**src/rtl/hvac_seq_pkg.sv**
```systemverilog
// rtl/hvac_seq_pkg.sv - state/mode encodings and default timing for the HVAC sequencer
package hvac_seq_pkg;

  localparam int CNT_W_DEF     = 8;
  localparam int T_PRE_DEF     = 4;
  localparam int T_MIN_ON_DEF  = 16;
  localparam int T_POST_DEF    = 8;
  localparam int T_MIN_OFF_DEF = 20;

  typedef enum logic [2:0] {
    ST_IDLE     = 3'd0,
    ST_PREFAN   = 3'd1,
    ST_RUN_HEAT = 3'd2,
    ST_RUN_COOL = 3'd3,
    ST_POSTFAN  = 3'd4,
    ST_FAULT    = 3'd5
  } state_e;

  typedef enum logic [1:0] {
    MODE_NONE = 2'd0,
    MODE_HEAT = 2'd1,
    MODE_COOL = 2'd2
  } mode_e;

endpackage

```
**src/rtl/hvac_seq_ctrl_timer.sv**
```systemverilog
// rtl/hvac_seq_ctrl_timer.sv - hvac_seq_timer: loadable saturating down-counter with registered nonzero flag
module hvac_seq_timer #(
  parameter int CNT_W = 8
) (
  input  logic             clk,
  input  logic             rst,
  input  logic             load,
  input  logic [CNT_W-1:0] load_val,
  output logic             nonzero
);

  logic [CNT_W-1:0] cnt_q, cnt_d;
  logic             nonzero_q, nonzero_d;

  // Load wins over counting; counting stops at zero so the flag stays low once expired.
  always_comb begin
    cnt_d = cnt_q;
    if (load) begin
      cnt_d = load_val;
    end else if (cnt_q != '0) begin
      cnt_d = cnt_q - 1'b1;
    end
    nonzero_d = (cnt_d != '0);
  end

  // Counter and flag registers; the flag tracks the registered count exactly.
  always_ff @(posedge clk or negedge rst) begin
    if (!rst) begin
      cnt_q     <= '0;
      nonzero_q <= 1'b0;
    end else begin
      cnt_q     <= cnt_d;
      nonzero_q <= nonzero_d;
    end
  end

  assign nonzero = nonzero_q;

endmodule

```
**src/rtl/hvac_seq_ctrl.sv**
```systemverilog
// rtl/hvac_seq_ctrl.sv - heat/cool/fan sequencer with anti-short-cycle lockout; HVAC_SEQ_POSTFAN_EN adds fan post-run
module hvac_seq_ctrl
  import hvac_seq_pkg::*;
#(
  parameter int CNT_W     = CNT_W_DEF,
  parameter int T_PRE     = T_PRE_DEF,
  parameter int T_MIN_ON  = T_MIN_ON_DEF,
  parameter int T_POST    = T_POST_DEF,
  parameter int T_MIN_OFF = T_MIN_OFF_DEF
) (
  input  logic clk,
  input  logic rst,
  input  logic heat_req,
  input  logic cool_req,
  input  logic fan_req,
  input  logic fault,
  output logic den,
  output logic bom,
  output logic quat,
  output logic busy,
  output logic lockout,
  output logic conflict
);

  state_e state_q, state_d;
  mode_e  mode_q, mode_d;
  logic   den_q, den_d, bom_q, bom_d, quat_q, quat_d;
  logic   busy_q, busy_d, conflict_q, conflict_d;

  logic             ph_load, ph_nz, lk_load, lk_nz;
  logic [CNT_W-1:0] ph_val;
  logic             heat_only, cool_only, lat_req, opp_req;

  hvac_seq_timer #(.CNT_W(CNT_W)) u_phase_tmr (
    .clk(clk), .rst(rst), .load(ph_load), .load_val(ph_val), .nonzero(ph_nz)
  );

  hvac_seq_timer #(.CNT_W(CNT_W)) u_lock_tmr (
    .clk(clk), .rst(rst), .load(lk_load), .load_val(CNT_W'(T_MIN_OFF)), .nonzero(lk_nz)
  );

  // Next state, mode latch and timer loads; phase loads are length-1 so a phase lasts exactly its length.
  always_comb begin
    heat_only = heat_req & ~cool_req;
    cool_only = cool_req & ~heat_req;
    lat_req   = (mode_q == MODE_HEAT) ? heat_req : cool_req;
    opp_req   = (mode_q == MODE_HEAT) ? cool_req : heat_req;
    state_d   = state_q;
    mode_d    = mode_q;
    ph_load   = 1'b0;
    ph_val    = '0;
    lk_load   = 1'b0;
    case (state_q)
      ST_IDLE: begin
        if (!lk_nz && (heat_only || cool_only)) begin
          state_d = ST_PREFAN;
          mode_d  = heat_only ? MODE_HEAT : MODE_COOL;
          ph_load = 1'b1;
          ph_val  = CNT_W'(T_PRE - 1);
        end
      end
      ST_PREFAN: begin
        if (!lat_req) begin
          state_d = ST_IDLE;
        end else if (!ph_nz) begin
          state_d = (mode_q == MODE_HEAT) ? ST_RUN_HEAT : ST_RUN_COOL;
          ph_load = 1'b1;
          ph_val  = CNT_W'(T_MIN_ON - 1);
        end
      end
      ST_RUN_HEAT, ST_RUN_COOL: begin
        // The phase timer is reloaded with the post-run length in both builds; IDLE ignores it.
        if (!ph_nz && (!lat_req || opp_req)) begin
          lk_load = 1'b1;
          ph_load = 1'b1;
          ph_val  = CNT_W'(T_POST - 1);
`ifdef HVAC_SEQ_POSTFAN_EN
          state_d = ST_POSTFAN;
`else
          state_d = ST_IDLE;
`endif
        end
      end
      ST_POSTFAN: begin
        if (!ph_nz) state_d = ST_IDLE;
      end
      ST_FAULT: begin
        if (!fault) begin
          state_d = ST_IDLE;
          lk_load = 1'b1;
        end
      end
      default: state_d = ST_IDLE;
    endcase
    // Fault overrides every transition; the lockout is loaded when FAULT is left instead.
    if (fault) begin
      state_d = ST_FAULT;
      ph_load = 1'b0;
      lk_load = 1'b0;
    end
  end

  // Moore output decode from the next state so the registered outputs line up with state_q.
  always_comb begin
    den_d      = (state_d == ST_RUN_HEAT);
    bom_d      = (state_d == ST_RUN_COOL);
    busy_d     = (state_d != ST_IDLE);
    conflict_d = (state_d == ST_IDLE) && heat_req && cool_req;
    case (state_d)
      ST_IDLE:  quat_d = fan_req;
      ST_FAULT: quat_d = 1'b0;
      default:  quat_d = 1'b1;
    endcase
  end

  // State, mode and output registers; reset drops every drive immediately.
  always_ff @(posedge clk or negedge rst) begin
    if (!rst) begin
      state_q    <= ST_IDLE;
      mode_q     <= MODE_NONE;
      den_q      <= 1'b0;
      bom_q      <= 1'b0;
      quat_q     <= 1'b0;
      busy_q     <= 1'b0;
      conflict_q <= 1'b0;
    end else begin
      state_q    <= state_d;
      mode_q     <= mode_d;
      den_q      <= den_d;
      bom_q      <= bom_d;
      quat_q     <= quat_d;
      busy_q     <= busy_d;
      conflict_q <= conflict_d;
    end
  end

  assign den      = den_q;
  assign bom      = bom_q;
  assign quat     = quat_q;
  assign busy     = busy_q;
  assign lockout  = lk_nz;
  assign conflict = conflict_q;

endmodule

```
**config.mk**
```make
export PLATFORM = sky130hd
export DESIGN_NAME = hvac_seq_ctrl
export DESIGN_NICKNAME = d
export VERILOG_FILES = /design/src/rtl/hvac_seq_pkg.sv /design/src/rtl/hvac_seq_ctrl_timer.sv /design/src/rtl/hvac_seq_ctrl.sv
export SDC_FILE = /design/constraint.sdc
export NUM_CORES = 1
export LEC_CHECK = 0
export ABC_CLOCK_PERIOD_IN_PS = 2700
export CAP_MARGIN = 5
export CORE_ASPECT_RATIO = 0.7
export CORE_MARGIN = 2
export CORE_UTILIZATION = 55
export DETAILED_ROUTE_END_ITERATION = 10
export PLACE_DENSITY_LB_ADDON = 0.2
export REMOVE_ABC_BUFFERS = 1
export SKIP_LAST_GASP = 1
export SLEW_MARGIN = 20
export SYNTH_ARGS = -nofsm -noshare
export SYNTH_HDL_FRONTEND = slang
export SYNTH_SLANG_ARGS = --single-unit
```
**constraint.sdc**
```tcl
create_clock -name clk -period 2.7 [get_ports clk]
set_clock_uncertainty 0.1 [all_clocks]
set_input_delay 0.675 -clock clk [delete_from_list [all_inputs] [get_ports clk]]
set_output_delay 0.675 -clock clk [all_outputs]
set_load 0.02 [all_outputs]
```
======== Word level (Yosys, flattened, before mapping) ========
Cells that the tools add are included.
storage, ports and cells
  output and inout bits ................... 6
  register bits after elaboration ......... 28
  word-level logic and storage cells ...... 73
cells by class
  bitwise logic cells ..................... 4
  reduce and logical (&&, ||, !) cells .... 18
  eq/ne operators ......................... 9
  muxes and demuxes ....................... 29
  add/sub/neg operators ................... 2
operators by type and width
  kind                                               number
  2-to-1 mux 8 bit                                   4
  nonzero test 8 bit                                 4
  2-to-1 mux 3 bit                                   7
  subtractor 8 x 1 -> 8 bit (second input constant)  2
  == test 3 x 2 -> 1 bit (second input constant)     4
  case mux 3 bit (4 select lines)                    1
  case mux 4 bit (3 select lines)                    1
  == test 3 bit (second input constant)              3
  2-to-1 mux 1 bit                                   9
  2-to-1 mux 4 bit                                   2
  zero test 3 bit                                    2
  logical AND 1 bit                                  4
  2-to-1 mux 2 bit                                   2
  case mux 1 bit (2 select lines)                    2
  == test 3 x 1 -> 1 bit (second input constant)     1
  zero test 1 bit                                    3
  case mux 1 bit (3 select lines)                    1
  nonzero test 3 bit                                 1
  AND 1 bit                                          2
  == test 2 x 1 -> 1 bit (second input constant)     1
  logical OR 1 bit                                   2
  NOT 1 bit                                          2
  AND reduction 2 bit                                1
  OR reduction 2 bit                                 1

======== Logic depth before layout (Yosys ltp) ========
Gate-level depths: netlist of run 1.
  word-level depth ........................ 11
  gate-level depth with buffers ........... 8

======== Hierarchy ========
A second synthesis of run 1 with hierarchy kept.
second synthesis, totals
  cell total of the unflattened synthesis .. 170
  area total of the unflattened synthesis .. 1685.4 um^2
modules (own cells, without submodules)
  module          area an instance (um^2)  cells an instance  seq. area each (um^2)  instances
  hvac_seq_timer  569.3                    60                 225.2                  2
  hvac_seq_ctrl   546.8                    50                 250.2                  1

======== Worst setup path after synthesis of run 1 ========
No wires, ideal clock.
  path type ............................... input-to-reg
  from .................................... input port cool_req
  to ...................................... register u_phase_tmr.nonzero_q (netlist: u_phase_tmr.nonzero)
  arrival time ............................ 2.253 ns
  path buffers ............................ 0
  stages .................................. 7
  setup time .............................. 0.139 ns
  path slack .............................. 0.208 ns
  data required time ...................... 2.461 ns
  cell sequence ........................... inv_1 -> ha_1 -> or4_4 -> nor3_4 -> and2_1 -> a211oi_1 -> or4_1
on the way
  cells in the longest elaborated chain, start to end .. 9
ends and longest elaborated chain
  element                                               line                                      source
  start: declaration                                    hvac_seq_ctrl.sv:14                       input logic cool_req,
  2-to-1 mux 1 bit / NOT 1 bit (equally long branches)  hvac_seq_ctrl.sv:46, hvac_seq_ctrl.sv:44
  zero test 1 bit / AND 1 bit (equally long branches)   hvac_seq_ctrl.sv:73, hvac_seq_ctrl.sv:44
  logical OR 1 bit, on equally long branches            hvac_seq_ctrl.sv:73, hvac_seq_ctrl.sv:55
  logical AND 1 bit, on equally long branches           hvac_seq_ctrl.sv:73, hvac_seq_ctrl.sv:55
  2-to-1 mux 1 bit, on equally long branches            hvac_seq_ctrl.sv:73, hvac_seq_ctrl.sv:55
  case mux 1 bit (3 select lines)                       hvac_seq_ctrl.sv:53                       case (state_q)
  2-to-1 mux 1 bit                                      hvac_seq_ctrl.sv:96                       if (fault) begin
  2-to-1 mux 8 bit *                                    hvac_seq_ctrl_timer.sv:18                 if (load) begin
  nonzero test 8 bit *                                  hvac_seq_ctrl_timer.sv:23                 nonzero_d = (cnt_d != '0);
  net u_phase_tmr.nonzero_d                             hvac_seq_ctrl_timer.sv:13                 logic nonzero_q, nonzero_d;
  end signal: assignment                                hvac_seq_ctrl_timer.sv:33                 nonzero_q <= nonzero_d;
  end: declaration                                      hvac_seq_ctrl_timer.sv:13
The timed path passes the listed nets; every way through them passes the cells marked *.
A chain may end at the register's enable or synchronous reset.

======== Worst setup path after layout of run 1 ========
Same ends and word-level chain as after synthesis.

==> metrics.txt, run 1 <==
Seq/Total Area, Yosys=0.443; Pre-Repair DR Iteration Count=4; Port Buf Inserts=11; outcome=complete, no violations; first-pass GRT wire length=5.76 mm; max frequency=0.392 GHz; # rows=16; n_diodes=0; Starting Density=0.572; Worst-path clk slew=90 ps; largest net degree at the start of global routing=29; H-tree depth=1; CTS tree=done; crit path kind=primary input to register; total gr overflow=0; Die W=68.1 um; GRT Overall Usage=0.225; remaining antenna violation count=0; Min-Delay Path Class=register to register; max-cap violation count=0; Post-route DRC=0; area growth from synthesis to layout=19.2%; synthesized area per cell=9.30 um^2; crit share post-route=0.945; RSZ-0062 raised after global routing=no; leakage power total=0.835 nW; Via density=5.69; cts bufs inserted=3; Startpoint Class=primary input; First DRT Iteration DRCs=64; clock root cell=clkbuf_8; Worst-Margin Slew=451 ps; Crit Path Max Fanout=2; GPL Wtd Cong=0.967; vias in the first global route=1271; final wirelength=3.25 mm; Slew Limit Fails=0; Nets=208; CP arrival=2600 ps; Req. time, crit path=2740 ps; Synth Register Bits=28; Final min period=2550 ps; relative slew slack=0.691; die area=0.00332 mm^2; post-synthesis cell area=0.00158 mm^2; Hold Worst Slack=456 ps; Vias=1320; synth unique cells=44; Post-Syn Instances=170; Chip Height=48.8 um; initial antenna violation count=0; wire per inst=14.0 um; crit path capture type=register; fraction of layout cells with a size suffix above 1=0.143; IO Pins=12; commonest non-fill, non-tap cells in the layout=28 x nor2_1, 28 x dfrtp_1, 14 x buf_4; Final Non-Filler Cells=232; post-DP HPWL=2.51 mm; Setup violations, final=0; clk buf depth=2; Pwr per Cell Area=876 mW/mm^2; Final Hold Fails=0; Core ar.=0.00276 mm^2; Max VDD drop=0.557 mV; Clock Latency Late Sink=270 ps; CTS sink cnt=28; total of warnings raised by yosys=0; Inst Count DP=227
## cells in the mapped netlist, drive strengths merged
| library cell | number | area, um^2 |
|---|---|---|
| a21o | 2 | 15.0 |
| nor2b | 5 | 31.3 |
| o22ai | 1 | 6.26 |
| nor2 | 28 | 105 |
| o21ai | 3 | 15.0 |
| ha | 5 | 62.6 |
| and2 | 3 | 18.8 |
| nor3 | 11 | 71.3 |
| nor4 | 2 | 27.5 |
| mux2i | 3 | 30.0 |
| and4bb | 1 | 12.5 |
| nor4b | 1 | 8.76 |
| xnor2 | 10 | 87.6 |
| a211oi | 3 | 22.5 |
| or3 | 1 | 6.26 |
| a21oi | 11 | 55.1 |
| a2111oi | 1 | 8.76 |
| dfrtp | 28 | 701 |
| a311oi | 1 | 8.76 |
| nand2b | 2 | 12.5 |
| or4 | 2 | 18.8 |
| nand3b | 3 | 22.5 |
| clkbuf | 2 | 8.75 |
| o31ai | 2 | 15.0 |
| mux2 | 1 | 11.3 |
| a31o | 1 | 8.76 |
| o32ai | 1 | 8.76 |
| a31oi | 3 | 18.8 |
| inv | 9 | 33.8 |
| nand2 | 12 | 45.0 |
| and4b | 1 | 10.0 |
| and3 | 1 | 6.26 |
| or2 | 1 | 6.26 |
| o211ai | 1 | 7.51 |
| nor3b | 2 | 15.0 |
| xor2 | 1 | 8.76 |
| nand3 | 3 | 15.0 |
| buf | 1 | 5.00 |
| nand4b | 1 | 8.76 |
## per-stage QoR
step,setup TNS [ps],cell area (um^2),utilization,power (mW),setup slack [ps]
after floorplan,0,1570,-,1.21,208
after global placement,-1390,1820,0.659,1.36,-314
after detailed placement,-1850,1820,0.659,1.40,-399
after CTS,0,1880,0.682,1.65,149
after global routing,0,1880,0.682,1.78,76.3
final,0,1880,0.682,1.65,148
## area by class of cell
cell class	count	area [um^2]
Timing Repair Buffer	25	213
Clock buffer	4	55.1
Tap cell	36	45.0
Sequential cell	28	701
Fill cell	212	878
Inverter	9	33.8
Multi-Input combinational cell	130	837
## cell families (layout without fill, tap and decap cells)
group                    count (synthesis)  after routing  share of synthesized area
AO/OA/AOI/OAI                           30             30                      0.120
XOR/XNOR                                11             11                     0.0610
adder cells (fa/ha/maj)                  5              5                     0.0396
buffers and inverters                   12             38                     0.0301
flip-flops                              28             28                      0.443
multiplexers                             4              4                     0.0261
AND/OR/NAND/NOR                         80             80                      0.279
## what timing repair did
item	in CTS	in global routing
resized for setup	4	0
hold buffers	0	0
buffers inserted	1	0
setup endpoints to repair	1	0
## per-layer routing
metal / share of wire / up-vias / global-route usage / routed length, um
met3: 0.073 / 2 / 0.0416 / 239
li1: - / 653 / - / -
met1: 0.52 / 615 / 0.381 / 1700
met4: 0.0012 / 0 / 0.0100 / 4
met5: 0 / - / 0 / 0
met2: 0.40 / 50 / 0.314 / 1310
## registers in the layout, summed over array words and instances (netlist names)
signal               cells
u_lock_tmr.cnt_q         8
u_phase_tmr.cnt_q        8
state_q                  3
mode_q                   2
bom                      1
busy                     1
conflict                 1
den                      1
quat                     1
u_lock_tmr.nonzero       1
u_phase_tmr.nonzero      1
## critical path: stages
cell and delay [ps]:
dlygate4sd2_1 220, inv_1 50, ha_1 290, or4_4 510
nor3_4 190, and2_4 160, a211oi_1 40, or4_1 470
## worst paths after layout
path                                 startpoint                  end  slack (ps)  depth (start not counted)
max                                    cool_req  u_phase_tmr.nonzero         150                          8
min                                   mode_q[0]            mode_q[0]         460                          1
max reg2reg                u_phase_tmr.cnt_q[0]  u_phase_tmr.nonzero         460                          7
min reg2reg                           mode_q[0]            mode_q[0]         460                          1
max in group asynchronous                   rst                 busy        1570                          2
min in group asynchronous                   rst   u_lock_tmr.nonzero         670                          2
## where the power goes
group / switching (mW) / internal (mW)
sequential: 0.185 / 0.548
clock: 0.120 / 0.130
combinational: 0.343 / 0.325
(Power assumes the default switching activity.)
==> inputs of run 2 (changes only) <==
Settings changed: GPL_ROUTABILITY_DRIVEN set to 0.
==> metrics.txt, run 2 (same netlist as run 1, synthesis figures left out) <==
outcome=complete, no violations; Startpoint Class=primary input; crit share post-route=0.937; H-tree depth=1; Core ar.=0.00276 mm^2; largest net degree at the start of global routing=29; # rows=16; CP cell instances=dlymetal6s2s_1 > inv_1 > ha_1 > or4_4 > nor3_4 > and2_4 > a211oi_1 > or4_1; crit path kind=primary input to register; fill cell count=219; Pwr per Cell Area=880 mW/mm^2; max-cap violation count=0; commonest non-fill, non-tap cells in the layout=28 x nor2_1, 28 x dfrtp_1, 12 x buf_4; worst path buffer plus inverter count=2; crit path capture type=register; family with the most delay on the worst path=simple AND/OR/NAND/NOR gates; cts bufs inserted=3; Nets=206; die area=0.00332 mm^2; Worst-path clk slew=90 ps; top flop regs=u_lock_tmr.cnt_q (8), u_phase_tmr.cnt_q (8), state_q (3); Post-route DRC=0; Slew Limit Fails=0; total gr overflow=0; Max VDD drop=0.510 mV; Starting Density=0.572; hold buffer count at cts=0; fraction of layout cells with a size suffix above 1=0.139; relative slew slack=0.720; Setup violations, final=0; Worst-Margin Slew=417 ps; Pre-Repair DR Iteration Count=4; IO Pins=12; GRT Overall Usage=0.240; multi-input logic area=843 um^2; CP arrival=2580 ps; Vias=1332; RSZ-0062 raised after global routing=no; slowest CP cell=or4_4; wire per inst=14.7 um; Crit Path Max Fanout=2; CP peak stage delay=550 ps; area growth from synthesis to layout=19.2%; clock root cell=clkbuf_8; vias in the first global route=1277; n_diodes=0; Via density=5.79; Tot Pwr=1.66 mW; First DRT Iteration DRCs=75; clk buf depth=2; Min-Delay Path Class=register to register; flip-flop and latch area=701 um^2; initial antenna violation count=0; Final min period=2530 ps; remaining antenna violation count=0; first-pass GRT wire length=6.02 mm; post-DP HPWL=2.59 mm; Clock Latency Late Sink=270 ps; max frequency=0.395 GHz; Port Buf Inserts=11; setup bufs post-CTS=0; Final Util=0.682; Final Hold Fails=0; CTS tree=done; leakage power total=0.842 nW; Req. time, crit path=2750 ps; CTS sink cnt=28; Hold Worst Slack=457 ps; final wirelength=3.38 mm; Chip Height=48.8 um; Die W=68.1 um
## run 2: cell count changes in the layout (fill, tap and decap cells not counted), sizes merged
cell / before / now
dlygate4sd2: 2 / 0
buf: 14 / 12
dlymetal6s2s: 0 / 2
## run 2: worst paths after layout
kind	start	end	slack [ps]	cells after the start
worst min register to register	mode_q[1]	mode_q[1]	460	2
min in group asynchronous	rst	u_phase_tmr.cnt_q[0]	680	2
worst max register to register	u_phase_tmr.cnt_q[0]	u_phase_tmr.nonzero	430	7
max in group asynchronous	rst	u_phase_tmr.cnt_q[6]	1560	2
worst min-delay path	mode_q[1]	mode_q[1]	460	2
worst max-delay path	cool_req	u_phase_tmr.nonzero	170	8
## run 2: final cells by class
class / instances / share of cell area
sequential: 28 / 0.372
timing repair buffer: 23 / 0.109
tap: 36 / 0.0239
inverter: 9 / 0.0179
clock buffer: 4 / 0.0292
multi-input combinational: 130 / 0.448
## run 2: through the flow
step	cells	setup WS, ps	area [um^2]	TNS, ps
floorplan	167	208	1570	0
global placement	226	-310	1810	-1360
detailed placement	226	-357	1810	-1590
CTS	230	7.63	1870	0
global route	230	81.8	1880	0
finish	230	171	1880	0
## run 2: routing by layer
layer | track usage | wire, um | vias up | share of wire
li1 | - | - | 645 | -
met1 | 0.384 | 1630 | 628 | 0.48
met2 | 0.312 | 1380 | 53 | 0.41
met3 | 0.0785 | 314 | 6 | 0.093
met4 | 0.0600 | 42 | 0 | 0.012
met5 | 0 | 0 | - | 0
## run 2: power by group
group | internal (mW) | switching [mW] | total (mW)
registers | 0.548 | 0.176 | 0.724
clock network | 0.130 | 0.123 | 0.253
logic | 0.326 | 0.355 | 0.680
## run 2: worst reg2reg max path, cell delays in order, from the launching register on
cell      delay [ps]
dfrtp_1          440
inv_1            140
ha_1             210
nor3b_1          250
nand2_1          130
nor2_1           240
a211oi_1         100
or4_1            540
## run 2: repair_timing
action                                  in CTS  in global routing
pin swaps                                    2                  4
gates resized for setup                      0                  5
endpoints found under the setup margin       1                  1
==> inputs of run 3 (changes only) <==
Settings changed: PLACE_DENSITY set to 0.82, PLACE_DENSITY_LB_ADDON 0.2 to unset.
==> metrics.txt, run 3 (same netlist as run 1, synthesis figures left out) <==
crit path capture type=register; outcome=complete, no violations; die area=0.00332 mm^2; area growth from synthesis to layout=18.4%; vias in the first global route=1307; CP arrival=2670 ps; Pre-Repair DR Iteration Count=4; First DRT Iteration DRCs=46; first-pass GRT wire length=6.19 mm; n_diodes=0; Core ar.=0.00276 mm^2; crit share post-route=0.972; Worst-path clk slew=90 ps; met1 wire length=1.63 mm; post-DP HPWL=2.70 mm; wire per inst=15.0 um; Chip Height=48.8 um; CTS tree=done; worst path buffer plus inverter count=1; Starting Density=0.572; hold buffer count at cts=0; crit path kind=primary input to register; setup bufs post-CTS=0; CP cell instances=clkdlybuf4s50_1 > ha_1 > or4_4 > nor3_4 > and2_4 > a211oi_1 > or4_1; WL met3=254 um; clock root cell=clkbuf_8; # rows=16; Setup WS pre-CTS=-369 ps; max frequency=0.381 GHz; worst setup margin=76.5 ps; clk buf depth=2; initial antenna violation count=0; Req. time, crit path=2750 ps; commonest non-fill, non-tap cells in the layout=28 x nor2_1, 28 x dfrtp_1, 11 x nand2_1, 11 x a21oi_1; Nets=204; Worst-Margin Slew=514 ps; cts bufs inserted=3; Clock Latency Late Sink=270 ps; Die W=68.1 um; largest net degree at the start of global routing=29; Hold Worst Slack=448 ps; slowest CP cell=or4_4; final wirelength=3.43 mm; Setup violations, final=0; Post-route DRC=0; Max VDD drop=0.720 mV; CTS sink cnt=28; top flop regs=u_lock_tmr.cnt_q (8), u_phase_tmr.cnt_q (8), state_q (3); IO Pins=12; Pwr per Cell Area=926 mW/mm^2; Final Hold Fails=0; Slew Limit Fails=0; leakage power total=0.821 nW; RSZ-0062 raised after global routing=no; Startpoint Class=primary input; max-cap violation count=0; Min-Delay Path Class=register to register; GRT Overall Usage=0.245; fill cell count=218; Port Buf Inserts=11; total gr overflow=0; H-tree depth=1; R2R setup slack=510 ps; Highest Signal Layer=met4; Via density=5.73; relative slew slack=0.649; Final min period=2620 ps; CP peak stage delay=500 ps; met2 wire len=1.54 mm; Crit Path Max Fanout=2; family with the most delay on the worst path=simple AND/OR/NAND/NOR gates; Vias=1306; fraction of layout cells with a size suffix above 1=0.125; remaining antenna violation count=0
## run 3: per-layer routing
layer	GRT usage	vias up
met4	0.0300	0
met5	0	-
met2	0.359	52
met1	0.388	614
li1	-	638
met3	0.0485	2
## run 3: worst register-to-register path: stages, from the launching register on
cell and delay [ps]:
dfrtp_1 430, inv_1 110, ha_1 250, nor3b_1 160, and2_1 240, nor3_1 190
a311oi_1 70, or4_1 520
## run 3: through the flow
stage                util  power (mW)  setup TNS, ps  cell area (um^2)  std cells
finish              0.678        1.73              0              1870        228
global route        0.678        1.86              0              1870        228
CTS                 0.676        1.73              0              1870        228
detailed placement  0.650        1.41          -2080              1800        224
global placement    0.650        1.36          -1650              1800        224
floorplan               -        1.21              0              1570        167
## run 3: final timing paths
check | start | depth (start not counted) | end
min reg2reg | mode_q[0] | 1 | mode_q[0]
max | heat_req | 7 | u_phase_tmr.nonzero
max in group asynchronous | rst | 2 | state_q[1]
min | mode_q[0] | 1 | mode_q[0]
max reg2reg | u_phase_tmr.cnt_q[0] | 7 | u_phase_tmr.nonzero
min in group asynchronous | rst | 2 | u_phase_tmr.cnt_q[0]
## run 3: where the power goes
part / leakage, nW / switching [mW] / internal, mW
clock: 0.0357 / 0.126 / 0.198
combinational: 0.447 / 0.350 / 0.326
sequential: 0.338 / 0.185 / 0.548
total: 0.821 / 0.662 / 1.07
## run 3: final cells by class
cell class,instances,area (um^2),area share
Clock inverter,1,30.0,0.0160
Clock buffer,3,41.3,0.0221
Multi-Input combinational cell,130,837,0.447
Sequential cell,28,701,0.374
Timing Repair Buffer,21,184,0.0983
Inverter,9,33.8,0.0180
Tap cell,36,45.0,0.0241
## run 3: what timing repair did
action | CTS | global route
setup endpoints to repair | 1 | 1
gates cloned | 0 | 0
pin swaps | 4 | 1
resized for setup | 1 | 2
